**config.mk**
```make
export PLATFORM = sky130hd
export DESIGN_NAME = md_sched
export DESIGN_NICKNAME = d
export VERILOG_FILES = /design/src/rtl/md_sched.sv
export SDC_FILE = /design/constraint.sdc
export NUM_CORES = 1
export LEC_CHECK = 0
export BUFFER_PORTS_ARGS = -buffer_cell sky130_fd_sc_hd__buf_4
export CAP_MARGIN = 40
export CELL_PAD_IN_SITES_DETAIL_PLACEMENT = 2
export CELL_PAD_IN_SITES_GLOBAL_PLACEMENT = 2
export CORE_MARGIN = 10
export CORE_UTILIZATION = 25
export CTS_CLUSTER_DIAMETER = 120
export DETAILED_ROUTE_END_ITERATION = 7
export PLACE_DENSITY = 0.82
export REMOVE_ABC_BUFFERS = 1
export SETUP_SLACK_MARGIN = 0.02
export SLEW_MARGIN = 20
export SYNTH_ARGS = -nofsm -noshare
export SYNTH_HDL_FRONTEND = slang
export SYNTH_SLANG_ARGS = --single-unit
```
**constraint.sdc**
```tcl
create_clock -name clk -period 1.7 [get_ports clk]
set_input_delay 0.34 -clock clk [delete_from_list [all_inputs] [get_ports clk]]
set_output_delay 0.34 -clock clk [all_outputs]
set_load 0.01 [all_outputs]
```
**src/rtl/md_sched.sv**
```systemverilog
`default_nettype none
//============================================================================
// Module   : md_sched
// Purpose  : Multiply/divide unit scheduler. Launches mult/multu/div/divu
//            into a multi-cycle datapath. While an operation is in flight it
//            stalls any further HI/LO-class instruction in the E stage. It
//            pulses commit in the last busy cycle so the datapath copies its
//            temporary results into HI/LO. It also issues direct HI/LO write
//            enables for mthi/mtlo when the unit is idle.
// Options  : `define MD_FLUSH_EN enables the flush input. A flush cancels an
//            in-flight operation (abort pulse, no commit) and suppresses any
//            new launch or HI/LO write in that cycle. Without the macro, flush
//            is ignored and abort is tied low.
// Ports    : clk       - sole clock, rising edge
//            reset     - asynchronous, active-low reset
//            op_valid  - E stage holds a mul/div-class instruction
//            op_type   - 0 none, 1 mult, 2 multu, 3 div, 4 divu, 5 mfhi,
//                        6 mflo, 7 mthi, 8 mtlo, 9..15 treated as none
//            flush     - pipeline flush (MD_FLUSH_EN builds only)
//            start     - one-cycle launch pulse to the datapath
//            start_op  - op_type captured at the last launch
//            busy      - operation in flight
//            stall     - freeze E stage and everything upstream
//            commit    - one-cycle pulse: copy temp results into HI/LO
//            hi_we     - write HI from rs this cycle (mthi)
//            lo_we     - write LO from rs this cycle (mtlo)
//            remain    - busy cycles left including current, 0 when idle
//            abort     - one-cycle pulse: in-flight operation cancelled
// Revision : 1.0 - initial release
//============================================================================
module md_sched #(
    parameter int MULT_LAT = 5,
    parameter int DIV_LAT  = 10
) (
    input  logic       clk,
    input  logic       reset,
    input  logic       op_valid,
    input  logic [3:0] op_type,
    input  logic       flush,
    output logic       start,
    output logic [3:0] start_op,
    output logic       busy,
    output logic       stall,
    output logic       commit,
    output logic       hi_we,
    output logic       lo_we,
    output logic [3:0] remain,
    output logic       abort
);

    localparam logic [3:0] c_OP_MULT  = 4'd1;
    localparam logic [3:0] c_OP_MULTU = 4'd2;
    localparam logic [3:0] c_OP_DIVU  = 4'd4;
    localparam logic [3:0] c_OP_MTHI  = 4'd7;
    localparam logic [3:0] c_OP_MTLO  = 4'd8;
    localparam logic [3:0] c_MULT_LAT = 4'(MULT_LAT);
    localparam logic [3:0] c_DIV_LAT  = 4'(DIV_LAT);

    typedef enum logic [0:0] {
        ST_IDLE = 1'b0,
        ST_RUN  = 1'b1
    } state_t;

    state_t     r_state;
    logic [3:0] r_remain;
    logic [3:0] r_start_op;

    logic w_idle;
    logic w_run;
    logic w_is_md;
    logic w_is_hilo;
    logic w_flush;
    logic w_start;
    logic w_last;

    // Flush handling is compiled in only when requested. Otherwise the input
    // is deliberately left without effect.
`ifdef MD_FLUSH_EN
    assign w_flush = flush;
`else
    logic w_unused_flush;
    assign w_unused_flush = flush;
    assign w_flush        = 1'b0;
`endif

    assign w_idle    = (r_state == ST_IDLE);
    assign w_run     = (r_state == ST_RUN);

    // Only codes 1..4 launch the datapath. Codes 1..8 all touch HI/LO, so
    // they must wait for an in-flight operation. Codes 9..15 fall outside
    // both ranges and therefore behave as "none".
    assign w_is_md   = (op_type >= c_OP_MULT) && (op_type <= c_OP_DIVU);
    assign w_is_hilo = (op_type >= c_OP_MULT) && (op_type <= c_OP_MTLO);

    // reset gates the idle-side decodes. The state register already reads
    // IDLE while reset is held, so without this gate an op presented during
    // reset would still launch.
    assign w_start = reset && w_idle && op_valid && w_is_md && !w_flush;
    assign w_last  = w_run && (r_remain == 4'd1);

    assign start    = w_start;
    assign hi_we    = reset && w_idle && op_valid && (op_type == c_OP_MTHI) && !w_flush;
    assign lo_we    = reset && w_idle && op_valid && (op_type == c_OP_MTLO) && !w_flush;
    assign busy     = w_run;
    // The launch cycle is still IDLE, so it never stalls. The commit cycle is
    // still RUN, so an op arriving there waits exactly one cycle.
    assign stall    = w_run && op_valid && w_is_hilo;
    // A flush landing in the commit cycle converts the commit into an abort,
    // so a cancelled result never reaches HI/LO.
    assign commit   = w_last && !w_flush;
    assign abort    = w_run && w_flush;
    assign remain   = r_remain;
    assign start_op = r_start_op;

    always_ff @(posedge clk or negedge reset) begin
        if (!reset) begin
            r_state    <= ST_IDLE;
            r_remain   <= 4'd0;
            r_start_op <= 4'd0;
        end else begin
            case (r_state)
                ST_IDLE: begin
                    if (w_start) begin
                        r_state    <= ST_RUN;
                        r_start_op <= op_type;
                        r_remain   <= (op_type <= c_OP_MULTU) ? c_MULT_LAT : c_DIV_LAT;
                    end
                end
                ST_RUN: begin
                    if (w_flush || (r_remain <= 4'd1)) begin
                        r_state  <= ST_IDLE;
                        r_remain <= 4'd0;
                    end else begin
                        r_remain <= r_remain - 4'd1;
                    end
                end
                default: begin
                    r_state  <= ST_IDLE;
                    r_remain <= 4'd0;
                end
            endcase
        end
    end

endmodule
`default_nettype wire

```
==> run_results.csv <==
group,metric,value,unit
worst_setup_path,crit_family,"simple AND/OR/NAND/NOR gates",
drt,first_pass_iters,4,
drt,vias,572,
worst_setup_path,cp.buffers_inverters,1,
sta,min_period_over_period,101,%
global_route,grt_pass1_vias,631,
drt,wl_per_cell,24.9,um
sta,rsz0062_at_grt,"true",
sta,period_needed,1.72,ns
die,start_util,26.5,%
worst_setup_path,cp-start-kind,"flop",
final_layout,fin_cells,113,
sta,setup_viol,1,
synth,ys_seq_elements,9,
pwr,power,1250,uW
sta,clock_skew,0.00116,ns
pwr,leakage,0.000414,uW
drt,drt_iter0_markers,16,
die,ios,23,
place,gp_congestion,0.752,
global_route,grt_pass1_wl,3650,um
final_layout,layout_common_cells,"27 x buf_4, 7 x dfrtp_1",
drt,ant_nets,0,
drt,finalWirelength,2810,um
place,place_area,734,um2
sta,fin_hold_ws,0.374,ns
final_layout,nNetsFinal,97,
clock_network,cts_buffers,3,
sta,fin_setup_tns,-0.0241,ns
worst_setup_path,worstSetupPathType,"flop to output pin",
worst_setup_path,arrival,1.38,ns
sta,setup_ws,-0.0241,ns
worst_setup_path,cpMaxStageDelayCell,"dfrtp_2",
pwr,cellPowerDensity,1390,nW/um2
worst_hold_path,worstHoldPathType,"input pin to flop",
sta,finalHoldViolCount,0,
drt,vias_per_cell,5.06,
global_route,antenna_found_initial,0,
run,cap_violations,0,
place,dp_hpwl,1460,um
die,die_w,65.6,um
global_route,track_usage,11.5,%
sta,tightest_slew,0.541,ns
synth,ys_seq_area_share,43.3,%
drt,drcViolationCount,0,
final_layout,fillers,225,
run_status,status,"finished with violations",
die,die_h,65.6,um
worst_setup_path,required,1.36,ns
worst_setup_path,cp_slowest_stage_delay,0.44,ns
final_layout,final_area,901,um2
worst_setup_path,cp_max_fo,4,
final_layout,drive_gt1_share,59.3,%
final_layout,area_growth,73.1,%
sta,fmax,0.580,GHz
die,rows,16,
worst_setup_path,end_kind,"output pin",
worst_setup_path,r2r_cells,4,
clock_network,clkLatencyLatePin,0.27,ns
synth,post_synth.cell_area_avg,10.4,um2
global_route,grt_max_degree,8,
die,core-area,1960,um2
worst_setup_path,worst-path-stages,3,
worst_hold_path,hold_depth,2,
clock_network,clock_path_buffers,2,
final_layout,mostFrequentLayoutCell,"buf_4",
synth,synth.cell_area,520,um2
pwr,vdd_drop_max,0.716,mV
synth,syn_inst,50,
die,dieArea,4310,um2
worst_setup_path,path_cells,"and4bb_2, and4_1, buf_4",
clock_network,cts-root-buf,"clkbuf_4",
clock_network,htreeDepth,1,
place,io_buffers,20,
run_status,violations,"setup timing",
sta,final_max_slew_viol_count,0,
clock_network,clkSinkCount,9,
clock_network,path_clk_slew,0.07,ns
place,dp.cells,101,
sta,max_slew_margin,63.4,%
synth,synth.distinct_cells,27,
final_layout,antenna_cells,0,
clock_network,cts_tree,"yes",
global_route,overflow,0,
synth,yosysWarnings,0,
[layout make-up]
| type | instances | area [um2] | area share [%] |
|---|---|---|---|
| clock buffer | 4 | 26.3 | 2.92 |
| inverter | 5 | 18.8 | 2.08 |
| multi-input combinational | 35 | 323 | 35.8 |
| sequential | 9 | 228 | 25.3 |
| tap | 27 | 33.8 | 3.75 |
| timing repair buffer | 33 | 272 | 30.1 |
[power by group]
group | internal (uW) | total (uW) | switching (uW) | leakage, uW
Clock | 90.8 | 179 | 87.9 | 0.0000150
Combinational | 317 | 638 | 321 | 0.000289
Sequential | 302 | 433 | 132 | 0.000110
Total | 710 | 1250 | 541 | 0.000414
[worst reg2reg max path: stages (launching register included)]
cell and delay (ns):
dfrtp_2 0.44, and4bb_2 0.35, nor4b_1 0.48, a41oi_1 0.14
o211ai_1 0.15
[state kept, by name (all words and copies together), names as in the netlist]
name and flops:
busy 1, remain 4, start_op 4
[final timing paths]
kind	start	end	slack, ns
max	busy	hi_we	-0.02
min	op_type[0]	start_op[0]	0.37
max in group asynchronous	reset	remain[0]	0.97
min reg2reg	start_op[3]	start_op[3]	0.50
min in group asynchronous	reset	remain[3]	0.43
max reg2reg	busy	remain[2]	0.05
[cell families (layout without fill, tap and decap cells)]
logic type | count (synthesis) | in the layout | share of synthesized area (%)
adders and majority gates | 2 | 2 | 4.81
AOI/OAI and AO/OA | 10 | 10 | 14.7
other | 1 | 1 | 0.720
xor gates and xnor gates | 2 | 2 | 3.37
DFF | 9 | 9 | 43.3
muxes | 3 | 3 | 6.49
and+or+nand+nor | 17 | 17 | 21.6
buffers and inverters | 6 | 42 | 5.05
[per-stage QoR]
step | setup WS [ns] | util (%)
floorplan | 0.136 | -
global placement | 0.00566 | 37.4
detailed placement | -0.0162 | 37.4
CTS | 0.00940 | 42.3
global route | -0.0816 | 45.9
finish | -0.0241 | 45.9
[timing repair]
action | 4_1_cts | 5_1_grt
gates cloned | 0 | 0
setup endpoints to repair | 5 | 5
pin swaps | 3 | 4
setup buffers | 3 | 3
gates resized for setup | 6 | 12
hold endpoints to repair | 2 | 0
hold buffers | 2 | 0
[cells in the mapped netlist (all sizes together)]
library cell / count / area (um2)
o41a: 1 / 11.3
nor3: 1 / 5.00
xor2: 1 / 8.76
o211ai: 1 / 7.51
inv: 5 / 18.8
and3: 1 / 6.26
conb: 1 / 3.75
or3: 3 / 18.8
nand3: 1 / 10.0
a31oi: 1 / 6.26
and4bb: 1 / 12.5
xnor2: 1 / 8.76
dfrtp: 9 / 225
o221a: 1 / 11.3
and4: 1 / 8.76
o31ai: 1 / 7.51
o22a: 1 / 8.76
nand2: 3 / 11.3
ha: 2 / 25.0
buf: 1 / 7.51
mux2: 3 / 33.8
a41oi: 1 / 8.76
o21ai: 2 / 10.0
nor4b: 3 / 26.3
nor2: 2 / 7.51
and2: 1 / 6.26
a21oi: 1 / 5.00
[per-layer routing]
| layer | share of wire (%) | track usage [%] | vias to the layer above |
|---|---|---|---|
| li1 | - | - | 257 |
| met5 | 0 | 0 | - |
| met1 | 45 | 12.7 | 294 |
| met2 | 50 | 19.6 | 15 |
| met4 | 2.0 | 7.49 | 0 |
| met3 | 2.7 | 2.37 | 6 |
No activity file was read; power rests on OpenSTA's default activity.
